--- src/rtl/tdm_deframer_1_4.sv ---
// Serial TDM deframer: steers accepted bits round-robin to four channels, assembles one WIDTH-bit
// word per channel (MSB first) and publishes the whole frame on a valid/ready output register.
module tdm_deframer_1_4 #(
    parameter int WIDTH = 8
) (
    input  logic               clk,
    input  logic               rst,
    input  logic               i,
    input  logic               in_valid,
    input  logic               frame_start,
    output logic [1:0]         sel,
    output logic [4*WIDTH-1:0] out_data,
    output logic               out_valid,
    input  logic               out_ready,
    output logic               busy,
    output logic               overflow,
    output logic               sync_err
);
    localparam int CW = $clog2(WIDTH);
    localparam logic [CW-1:0] CNT_TOP = CW'(WIDTH - 1);

    typedef enum logic {IDLE, RUN} state_t;

    state_t           state, state_nxt;
    logic [1:0]       sel_nxt;
    logic [1:0]       shift_ch;
    logic [CW-1:0]    cnt, cnt_nxt;
    logic             shift_en;
    logic             restart;
    logic             complete;
    logic [WIDTH-1:0] shift_reg [4];
    logic [WIDTH-1:0] last_word;

    always_ff @(posedge clk) begin
        if (rst) begin
            state <= IDLE;
            sel   <= 2'd0;
            cnt   <= CNT_TOP;
        end else begin
            state <= state_nxt;
            sel   <= sel_nxt;
            cnt   <= cnt_nxt;
        end
    end

    always_comb begin
        state_nxt = state;
        sel_nxt   = sel;
        cnt_nxt   = cnt;
        shift_ch  = sel;
        shift_en  = 1'b0;
        restart   = 1'b0;
        complete  = 1'b0;
        case (state)
            IDLE: begin
                if (in_valid && frame_start) begin
                    shift_en  = 1'b1;
                    shift_ch  = 2'd0;
                    state_nxt = RUN;
                    sel_nxt   = 2'd1;
                    cnt_nxt   = CNT_TOP;
                end
            end
            RUN: begin
                if (in_valid) begin
                    shift_en = 1'b1;
                    // Any frame_start seen here is mid-frame: restart with this bit as ch0 MSB.
                    if (frame_start) begin
                        restart  = 1'b1;
                        shift_ch = 2'd0;
                        sel_nxt  = 2'd1;
                        cnt_nxt  = CNT_TOP;
                    end else if (sel == 2'd3 && cnt == '0) begin
                        complete  = 1'b1;
                        state_nxt = IDLE;
                        sel_nxt   = 2'd0;
                        cnt_nxt   = CNT_TOP;
                    end else begin
                        sel_nxt = sel + 2'd1;
                        if (sel == 2'd3) cnt_nxt = cnt - 1'b1;
                    end
                end
            end
            default: state_nxt = IDLE;
        endcase
    end

    assign last_word = {shift_reg[3][WIDTH-2:0], i};
    assign busy      = (state == RUN);

    always_ff @(posedge clk) begin
        if (rst) begin
            for (int c = 0; c < 4; c++) shift_reg[c] <= '0;
            out_data  <= '0;
            out_valid <= 1'b0;
            overflow  <= 1'b0;
            sync_err  <= 1'b0;
        end else begin
            if (shift_en) shift_reg[shift_ch] <= {shift_reg[shift_ch][WIDTH-2:0], i};
            if (restart) sync_err <= 1'b1;
            if (complete) begin
                // A frame finishing on the handshake edge replaces the consumed one seamlessly.
                if (!out_valid || out_ready) begin
                    out_data  <= {last_word, shift_reg[2], shift_reg[1], shift_reg[0]};
                    out_valid <= 1'b1;
                end else begin
                    overflow <= 1'b1;
                end
            end else if (out_valid && out_ready) begin
                out_valid <= 1'b0;
            end
        end
    end
endmodule

--- config.mk ---
export PLATFORM = sky130hd
export DESIGN_NAME = tdm_deframer_1_4
export DESIGN_NICKNAME = d
export VERILOG_FILES = /design/src/rtl/tdm_deframer_1_4.sv
export SDC_FILE = /design/constraint.sdc
export NUM_CORES = 1
export LEC_CHECK = 0
export CAP_MARGIN = 20
export CORE_MARGIN = 2
export CORE_UTILIZATION = 30
export CTS_CLUSTER_DIAMETER = 40
export DETAILED_ROUTE_END_ITERATION = 6
export SLEW_MARGIN = 0
export SYNTH_ARGS = -nofsm -noshare
export SYNTH_HDL_FRONTEND = slang
export SYNTH_SLANG_ARGS = --single-unit
--- constraint.sdc ---
create_clock -name clk -period 3.3 [get_ports clk]
set_input_delay 0.825 -clock clk [delete_from_list [all_inputs] [get_ports clk]]
set_output_delay 0.825 -clock clk [all_outputs]
set_load 0.05 [all_outputs]
==> metrics, run 1 <==
post-synthesis sequential area ratio between 50% and 60%; hold buffer count at CTS 0; count of placed standard cells in the final layout, fillers left out 485; Power Dens Cells between 500 and 600 nW/um^2; via count of the first global-routing pass 2266; utilization of the core after routing 39.2%; maximum clock insertion buffer count 2; Post-Synthesis Cells 303; initial core utilization 31.0%; final antenna diode count 0; clk slew on worst S/H paths about 0.080 ns; slowest cell delay on critical path 0.92 ns; class of the tightest hold or removal check flop to flop; reported max-cap violation count 0; root buffer cell clkbuf_8; maximum vdd ir drop 0.000190 V; pins over their slew limit 0; wire length per cell after detailed routing 14.6 um; Largest register FFs 32; chip height 105 um; Synth Cell Area ~3000 um^2; area taken by multi-input logic gates between 1000 and 1500 um^2; largest area contributor in the synthesized netlist edfxtp_1; setup repair after global routing missed its margin no; final clock period utilization by the worst path 84.2%; final hold violation count 0; routed wire length 7.08 mm; Setup crit start kind flop; first-pass GRT wire length between 10 and 15 mm; number of fill cells in the layout 998; clock buffer count from CTS 9; total DRC errors in the routed layout 0; synthesized net count about 310; largest fanout on the critical path 13; hpwl dp 5.00 mm; cell types occupying the most area after synthesis edfxtp_1, dfxtp_1, nand2_1; DIE AREA roughly 11000 um^2; CP Data Required Time 2.47 ns; Crit path max-delay family buffers and inverters; Slew Limit Headroom 59.9%; top-area cell type share of the netlist area 30.7%; final std cell area, no fill 3830 um^2; # port buffers 43; Nets 356; Std-Cell Core Area 9770 um^2; pre-CTS WS 0.350 ns; worst flop-to-flop path startpoint sel[0]$_SDFFE_PP0P_; drt via density 4.71; total placed instance area 3580 um^2; Post-Route Skew 0.0111 ns; max frequency 0.360 GHz; number of core rows 36; antenna violations before repair 0; detailed-router iteration count before antenna repair 4; yosys warns 0; later-pin clock latency in the skew report 0.35 ns; Slowest-stage cell, CP clkdlybuf4s50_1; share of final-layout standard cells stronger than drive strength 1 10.5%; prevailing post-synth register cell dfxtp_1; data arrival time at the worst-slack endpoint 1.95 ns; Placed Instances 469; Setup-failing EPs final 0; count of buffers added by post-CTS timing repair for setup 0; Worst setup EP type output pin; routability-driven placement congestion ratio 0.850; number of enable-type register cells in the synthesized netlist 31; post-route setup slack 0.523 ns; register area 1750 um^2; flops & latches, synth 72; sum of negative setup slack 0 ns; maximum level of the CTS H-tree 3; total number of vias 2284; count of buffer and inverter cells on the critical path 1; relative area change from synthesis to final layout 26.3%; synthesized area per cell 10.0 um^2; GR Util All Layers 13.7%; launch point of the worst hold path out_data[16]$_SDFFE_PP0P_; maximum number of pins on one net before global-route repair 33; cell-by-cell trace of the critical path clkdlybuf4s50_1; CTS resizes 0; number of distinct library cell variants in the gate-level netlist after synthesis 36; Static Leak 1.35 nW; IO Count 44; share of synthesized flip-flops with an asynchronous set or reset 0%; outcome finished clean; 1st-iter DRT viols 84; clock tree from TritonCTS yes; worst slew pin tran 0.595 ns; post-route minimum period 2.78 ns; count of antenna-violating nets left after detailed routing 0; global route overflow 0; Crit Path Class flop to output pin; number of clock sinks seen by CTS 72; die boundary width approximately 100 um; Critical Path Start sel[1]$_SDFFE_PP0P_
==> Yosys cell counts, types with 7 or more instances <==
master / instances
nand2_1: 69
dfxtp_1: 41
a21oi_1: 40
nor2_1: 32
edfxtp_1: 31
mux2i_1: 10
clkbuf_1: 7
inv_1: 7
==> stage by stage <==
stage / power [W] / hold slack [ns]
floorplan: 0.00106 / 0.471
global route: 0.00201 / 0.474
finish: 0.00195 / 0.455
global placement: 0.00109 / 0.448
detailed placement: 0.00109 / 0.448
CTS: 0.00197 / 0.458
==> cell type report <==
type	instances	area share (%)
multi-input cells	207	30.0
repair buffers	50	12.6
inverters	7	0.686
clock buffers	11	3.95
well taps	133	4.34
flip-flops and latches	72	45.7
clock inverters	5	2.68
==> worst paths after layout <==
check,end,slack [ns],cells past startpoint
worst max register to register,shift_reg[0][5]$_SDFFCE_PN0P_,1.18,5
worst min-delay path,out_data[16]$_SDFFE_PP0P_,0.45,2
worst max-delay path,sel[1],0.52,1
worst min register to register,out_data[16]$_SDFFE_PP0P_,0.45,2
==> report_power, final <==
part           switching (W)  internal (W)  leakage (nW)
combinational      0.0000683     0.0000395         0.573
sequential         0.0000195      0.000948         0.652
clock               0.000336      0.000542         0.126
==> worst register-to-register path, cell delays in order, from the launching register on <==
cell	delay [ns]
dfxtp_1	0.67
a21boi_2	0.24
buf_4	0.25
mux2i_1	0.39
o22ai_2	0.16
and2b_1	0.17
==> cells by family (layout without fill, tap and decap cells) <==
family	count (synthesis)	in the layout	synth area share, %
AO/OA/AOI/OAI	67	67	13.9
adder cells (fa/ha/maj)	3	3	1.24
buffers and inverters	24	73	4.37
flip-flops	72	72	57.8
multiplexers	10	10	3.30
AND/OR/NAND/NOR	127	127	19.5
==> layout by cell type, fill, tap and decap left out, types with 7 or more instances in the layout <==
| master | count |
|---|---|
| a21oi_1 | 40 |
| buf_4 | 7 |
| clkbuf_8 | 11 |
| clkdlybuf4s50_1 | 43 |
| dfxtp_1 | 41 |
| edfxtp_1 | 31 |
| inv_1 | 7 |
| mux2i_1 | 10 |
| nand2_1 | 69 |
| nor2_1 | 32 |
==> routing by layer <==
metal	part of all wire [%]	routed length (um)	global-route usage, %
met5	0	0	0
met4	2.3	162	7.05
met2	44	3150	20.5
met1	47	3340	18.1
met3	6.1	430	3.81
Power figures use the tool's default switching activity.
==> run 2, diff against run 1 <==
Clock period 3.3 ns to 2.46 ns, I/O delays scaled along.
==> run 2 against run 1 <==
Compared with the run above:
- sequential cell count unchanged
- combinational power increased by 59%
- final cell count up 2.3%
- routed wire length is 2.9% higher
- clock skew up 0.00086 ns
- first-iteration DRC count rose by 21%
==> metrics, run 2 (same netlist as run 1, synthesis figures left out) <==
sum of negative setup slack 0 ns; count of antenna-violating nets left after detailed routing 0; number of fill cells in the layout between 900 and 1000; Setup-failing EPs final 0; Worst setup EP type output pin; met1 demand-to-capacity share in global routing 18.1%; CTS resizes 0; number of core rows 36; chip height about 100 um; most used cells in the layout excluding fill and tap cells nand2_1, dfxtp_1, clkdlybuf4s50_1; max frequency 0.470 GHz; Post-Route Skew 0.0120 ns; drt via density around 4.7; slowest cell delay on critical path between 0.8 and 0.9 ns; Min-Delay Endpoint out_data[16]$_SDFFE_PP0P_; setup repair after global routing missed its margin no; Largest register FFs 32; final std cell area, no fill ~4000 um^2; launch point of the worst hold path out_data[16]$_SDFFE_PP0P_; FF-to-FF path depth 5; clk slew on worst S/H paths about 0.080 ns; Nets 367; routed wire length between 7 and 8 mm; pre-CTS WS 0.0738 ns; cell-by-cell trace of the critical path clkdlybuf4s50_1; worst slew pin tran 0.567 ns; number of cells on the worst hold path 2; CP Data Required Time 1.85 ns; GR Util met3 3.24%; number of clock sinks seen by CTS 72; later-pin clock latency in the skew report 0.34 ns; post-route minimum period 2.13 ns; share of final-layout standard cells stronger than drive strength 1 12.9%; total number of vias 2332; Crit path max-delay family buffers and inverters; hold buffer count at CTS 0; die boundary width 105 um; root buffer cell clkbuf_8; global route overflow 0; total placed instance area between 3000 and 4000 um^2; largest fanout on the critical path 2; reported max-cap violation count 0; Crit Path Class flop to output pin; antenna violations before repair 0; outcome finished clean; IO Count 44; post-route setup slack ~0.33 ns; 1st-iter DRT viols slightly above 100; Static Leak around 1.4 nW; Slowest-stage cell, CP clkdlybuf4s50_1; Most Crowded Layer GR met2; final antenna diode count 0; register area 1750 um^2; clock tree from TritonCTS yes; worst flop-to-flop path startpoint sel[0]$_SDFFE_PP0P_; Reg2Reg Capture Point shift_reg[0][4]$_SDFFCE_PN0P_; final hold violation count 0; pins over their slew limit 0; most common library cell in the layout ignoring fill and taps nand2_1; count of buffers added by post-CTS timing repair for setup 0; maximum number of pins on one net before global-route repair 38; Reg2Reg Setup Slack 0.46 ns; Std-Cell Core Area 9770 um^2; count of buffer and inverter cells on the critical path 1; class of the tightest hold or removal check flop to flop; first-pass GRT wire length around 12 mm; initial core utilization between 30% and 40%; final clock period utilization by the worst path between 80% and 90%; wire length per cell after detailed routing 14.7 um; detailed-router iteration count before antenna repair 4; via count of the first global-routing pass 2259; maximum level of the CTS H-tree 3; Slew Limit Headroom 61.8%; routability-driven placement congestion ratio 0.869; maximum clock insertion buffer count 2; hpwl dp 5.26 mm; GR Util All Layers 13.6%; Power Dens Cells ~600 nW/um^2; DIE AREA 10900 um^2; met2 Use GR 21.7%; relative area change from synthesis to final layout 28.8%; Setup crit start kind flop; maximum vdd ir drop 0.000220 V; area taken by multi-input logic gates 1150 um^2; # port buffers 43; clock buffer count from CTS 9; total DRC errors in the routed layout 0; data arrival time at the worst-slack endpoint approximately 1.5 ns
## run 2: per-stage QoR
step | util, % | instances | power [W] | hold slack (ns)
2_1_floorplan | - | 303 | 0.00142 | 0.471
3_3_place_gp | 38.1 | 480 | 0.00149 | 0.446
3_5_place_dp | 38.1 | 480 | 0.00150 | 0.449
4_1_cts | 40.0 | 496 | 0.00235 | 0.460
5_1_grt | 40.0 | 496 | 0.00240 | 0.473
6_report | 40.0 | 496 | 0.00233 | 0.454
## run 2: tightest hold or removal path, delay by kind of cell, from the launching register on
family	cells	cell delay, ns
compound gates	1	0.05
simple gates	1	0.05
flops	1	0.31
## run 2: final cells by class
| class | count | share of cell area [%] |
|---|---|---|
| Clock buffer | 14 | 4.17 |
| Clock inverter | 2 | 0.352 |
| Tap cell | 133 | 4.26 |
| Inverter | 7 | 0.673 |
| Sequential cell | 72 | 44.9 |
| Timing Repair Buffer | 61 | 16.3 |
| Multi-Input combinational cell | 207 | 29.4 |
## run 2: layer usage
metal / part of all wire [%] / vias to the layer above
li1: - / 1143
met1: 49 / 1131
met2: 46 / 46
met3: 4.1 / 12
met4: 1.3 / 0
met5: 0 / -
## run 2: power by group
| part | internal (W) | total, W | switching [W] |
|---|---|---|---|
| clock | 0.000424 | 0.000860 | 0.000436 |
| sequential | 0.00127 | 0.00130 | 0.0000245 |
| combinational | 0.0000735 | 0.000172 | 0.0000989 |
| total | 0.00177 | 0.00233 | 0.000559 |
## run 2: worst max-delay path by stage
stage	endpoint	depth (start not counted)	slack, ns	from
final	sync_err	1	0.33	sync_err$_SDFFE_PP0P_
after global routing	sync_err	1	0.30	sync_err$_SDFFE_PP0P_
after CTS	out_data[27]	1	0.32	out_data[27]$_SDFFE_PP0P_
after detailed placement	shift_reg[0][4]$_SDFFCE_PN0P_	6	0.07	in_valid
after global placement	shift_reg[0][4]$_SDFFCE_PN0P_	6	0.1	in_valid
after floorplan	shift_reg[2][0]$_SDFFCE_PN0P_	5	0.48	busy$_SDFF_PP0_
==> run 3, diff against run 2 <==
Settings changed: CORE_UTILIZATION 30 to 40, GPL_TIMING_DRIVEN set to 0.
==> run 3 against run 2 <==
Compared with the run above:
- sequential cell count unchanged
- first-iteration DRC count is 15% lower
- clock power is 7.4% lower
- critical endpoint is now shift_reg[1][2]$_SDFFCE_PN0P_
- sequential power barely moved
- critical path depth is 4 higher
- combinational power down 7%
- register-to-register slack better by 0.05 ns
- count of clock-buffer cells in the layout fell by 2
- total power is 3.6% lower
- critical path type is now primary input to flop
- fmax decreased by 6.5%
- routed wire length down 5.6%
==> metrics, run 3 (same netlist as run 1, synthesis figures left out) <==
initial core utilization 41.6%; GR Util All Layers 17.8%; total number of vias 2299; Static Leak approximately 1.3 nW; data arrival time at the worst-slack endpoint 2.30 ns; maximum number of pins on one net before global-route repair 12; Crit Path Class primary input to flop; routed wire length ~6.9 mm; first-pass GRT wire length around 11 mm; final antenna diode count 0; 1st-iter DRT viols between 80 and 90; Power Dens Cells 599 nW/um^2; Largest register FFs 32; Reg2Reg Setup Slack 0.51 ns; max frequency 0.440 GHz; most used cells in the layout excluding fill and tap cells nand2_1, clkdlybuf4s50_1, dfxtp_1; IO Count 44; via count of the first global-routing pass 2220; largest fanout on the critical path 9; pins over their slew limit 0; outcome finished clean; routability-driven placement congestion ratio 0.882; Slew Limit Headroom 62.7%; wire length per cell after detailed routing 14.9 um; hold buffer count at CTS 0; utilization of the core after routing 51.4%; Crit path max-delay family simple AND/OR/NAND/NOR gates; most common library cell in the layout ignoring fill and taps nand2_1; number of clock sinks seen by CTS 72; count of buffer and inverter cells on the critical path 1; Post-Route Skew 0.00641 ns; Setup crit start kind primary input; count of buffers added by post-CTS timing repair for setup 0; Worst setup EP type flop; reported max-cap violation count 0; # port buffers 43; hpwl dp 4.91 mm; antenna violations before repair 0; count of antenna-violating nets left after detailed routing 0; final hold violation count 0; class of the tightest hold or removal check flop to flop; Std-Cell Core Area 7290 um^2; maximum clock insertion buffer count 2; root buffer cell clkbuf_8; final clock period utilization by the worst path 92.5%; drt via density about 5; later-pin clock latency in the skew report 0.34 ns; maximum vdd ir drop 0.000242 V; relative area change from synthesis to final layout 23.6%; global route overflow 0; clock buffer count from CTS 9; number of core rows 31; number of fill cells in the layout 731; die boundary width 91.1 um; CTS resizes 0; Nets 366; DIE AREA 8290 um^2; worst slew pin tran 0.559 ns; clock tree from TritonCTS yes; maximum level of the CTS H-tree 3; setup repair after global routing missed its margin no; total DRC errors in the routed layout 0; slowest cell delay on critical path 0.46 ns; post-route minimum period 2.27 ns; Slowest-stage cell, CP clkdlybuf4s50_1; chip height 91.1 um; detailed-router iteration count before antenna repair 5; cell-by-cell trace of the critical path clkdlybuf4s50_1 > nand3b_2 > nor2_1 > nand3b_1 > nand2b_2; share of final-layout standard cells stronger than drive strength 1 10.5%; WHS roughly 0.46 ns; CP Data Required Time 2.48 ns; Setup-failing EPs final 0; overall power after layout 0.00224 W; clk slew on worst S/H paths approximately 0.070 ns
## run 3: changes by cell type in the layout (fill, tap and decap cells not counted), sizes merged
cell           delta
clkdlybuf4s50     +2
clkbuf            +5
clkinv            +1
buf              -10
clkinvlp          +1
## run 3: worst register-to-register path: stages, from the launching register on
cell      delay, ns
dfxtp_1        0.32
buf_2          0.22
nand3b_2       0.18
nor2_1         0.19
nand3b_1       0.36
nand2b_2       0.37
## run 3: through the flow
step	worst slack (ns)	cell area [um^2]	std cells	setup TNS (ns)
finish	0.185	3750	461	0
CTS	0.0483	3740	461	0
floorplan	0.481	3030	303	0
global route	0.144	3750	461	0
detailed placement	-0.311	3590	445	-4.39
global placement	-0.284	3590	445	-3.89
## run 3: metal layers
metal,up-vias,wire length (um),track usage (%)
met5,-,0,0
met4,0,176,8.71
met3,14,278,3.49
met2,62,3060,26.9
met1,1081,3360,24.5
li1,1142,-,-
## run 3: path summary, 6_finish.rpt
check                            startpoint                       endpoint  cells past startpoint
hold / removal    out_data[19]$_SDFFE_PP0P_      out_data[19]$_SDFFE_PP0P_                      2
setup reg to reg            busy$_SDFF_PP0_  shift_reg[1][2]$_SDFFCE_PN0P_                      5
hold reg to reg   out_data[19]$_SDFFE_PP0P_      out_data[19]$_SDFFE_PP0P_                      2
setup / recovery                frame_start  shift_reg[1][2]$_SDFFCE_PN0P_                      5
## run 3: power breakdown
part           internal (W)  switching [W]  leakage [nW]
Clock              0.000361       0.000435        0.0778
Combinational     0.0000561       0.000104         0.594
Sequential          0.00127      0.0000171         0.652
## run 3: final cells by class
class	instances	area [um^2]	share of cell area, %
Clock inverter	4	21.3	0.567
Multi-Input combinational cell	207	1150	30.8
Tap cell	99	124	3.30
Inverter	7	26.3	0.701
Timing Repair Buffer	43	430	11.5
Clock buffer	12	135	3.60
Sequential cell	72	1750	46.7
Buffer	17	106	2.84
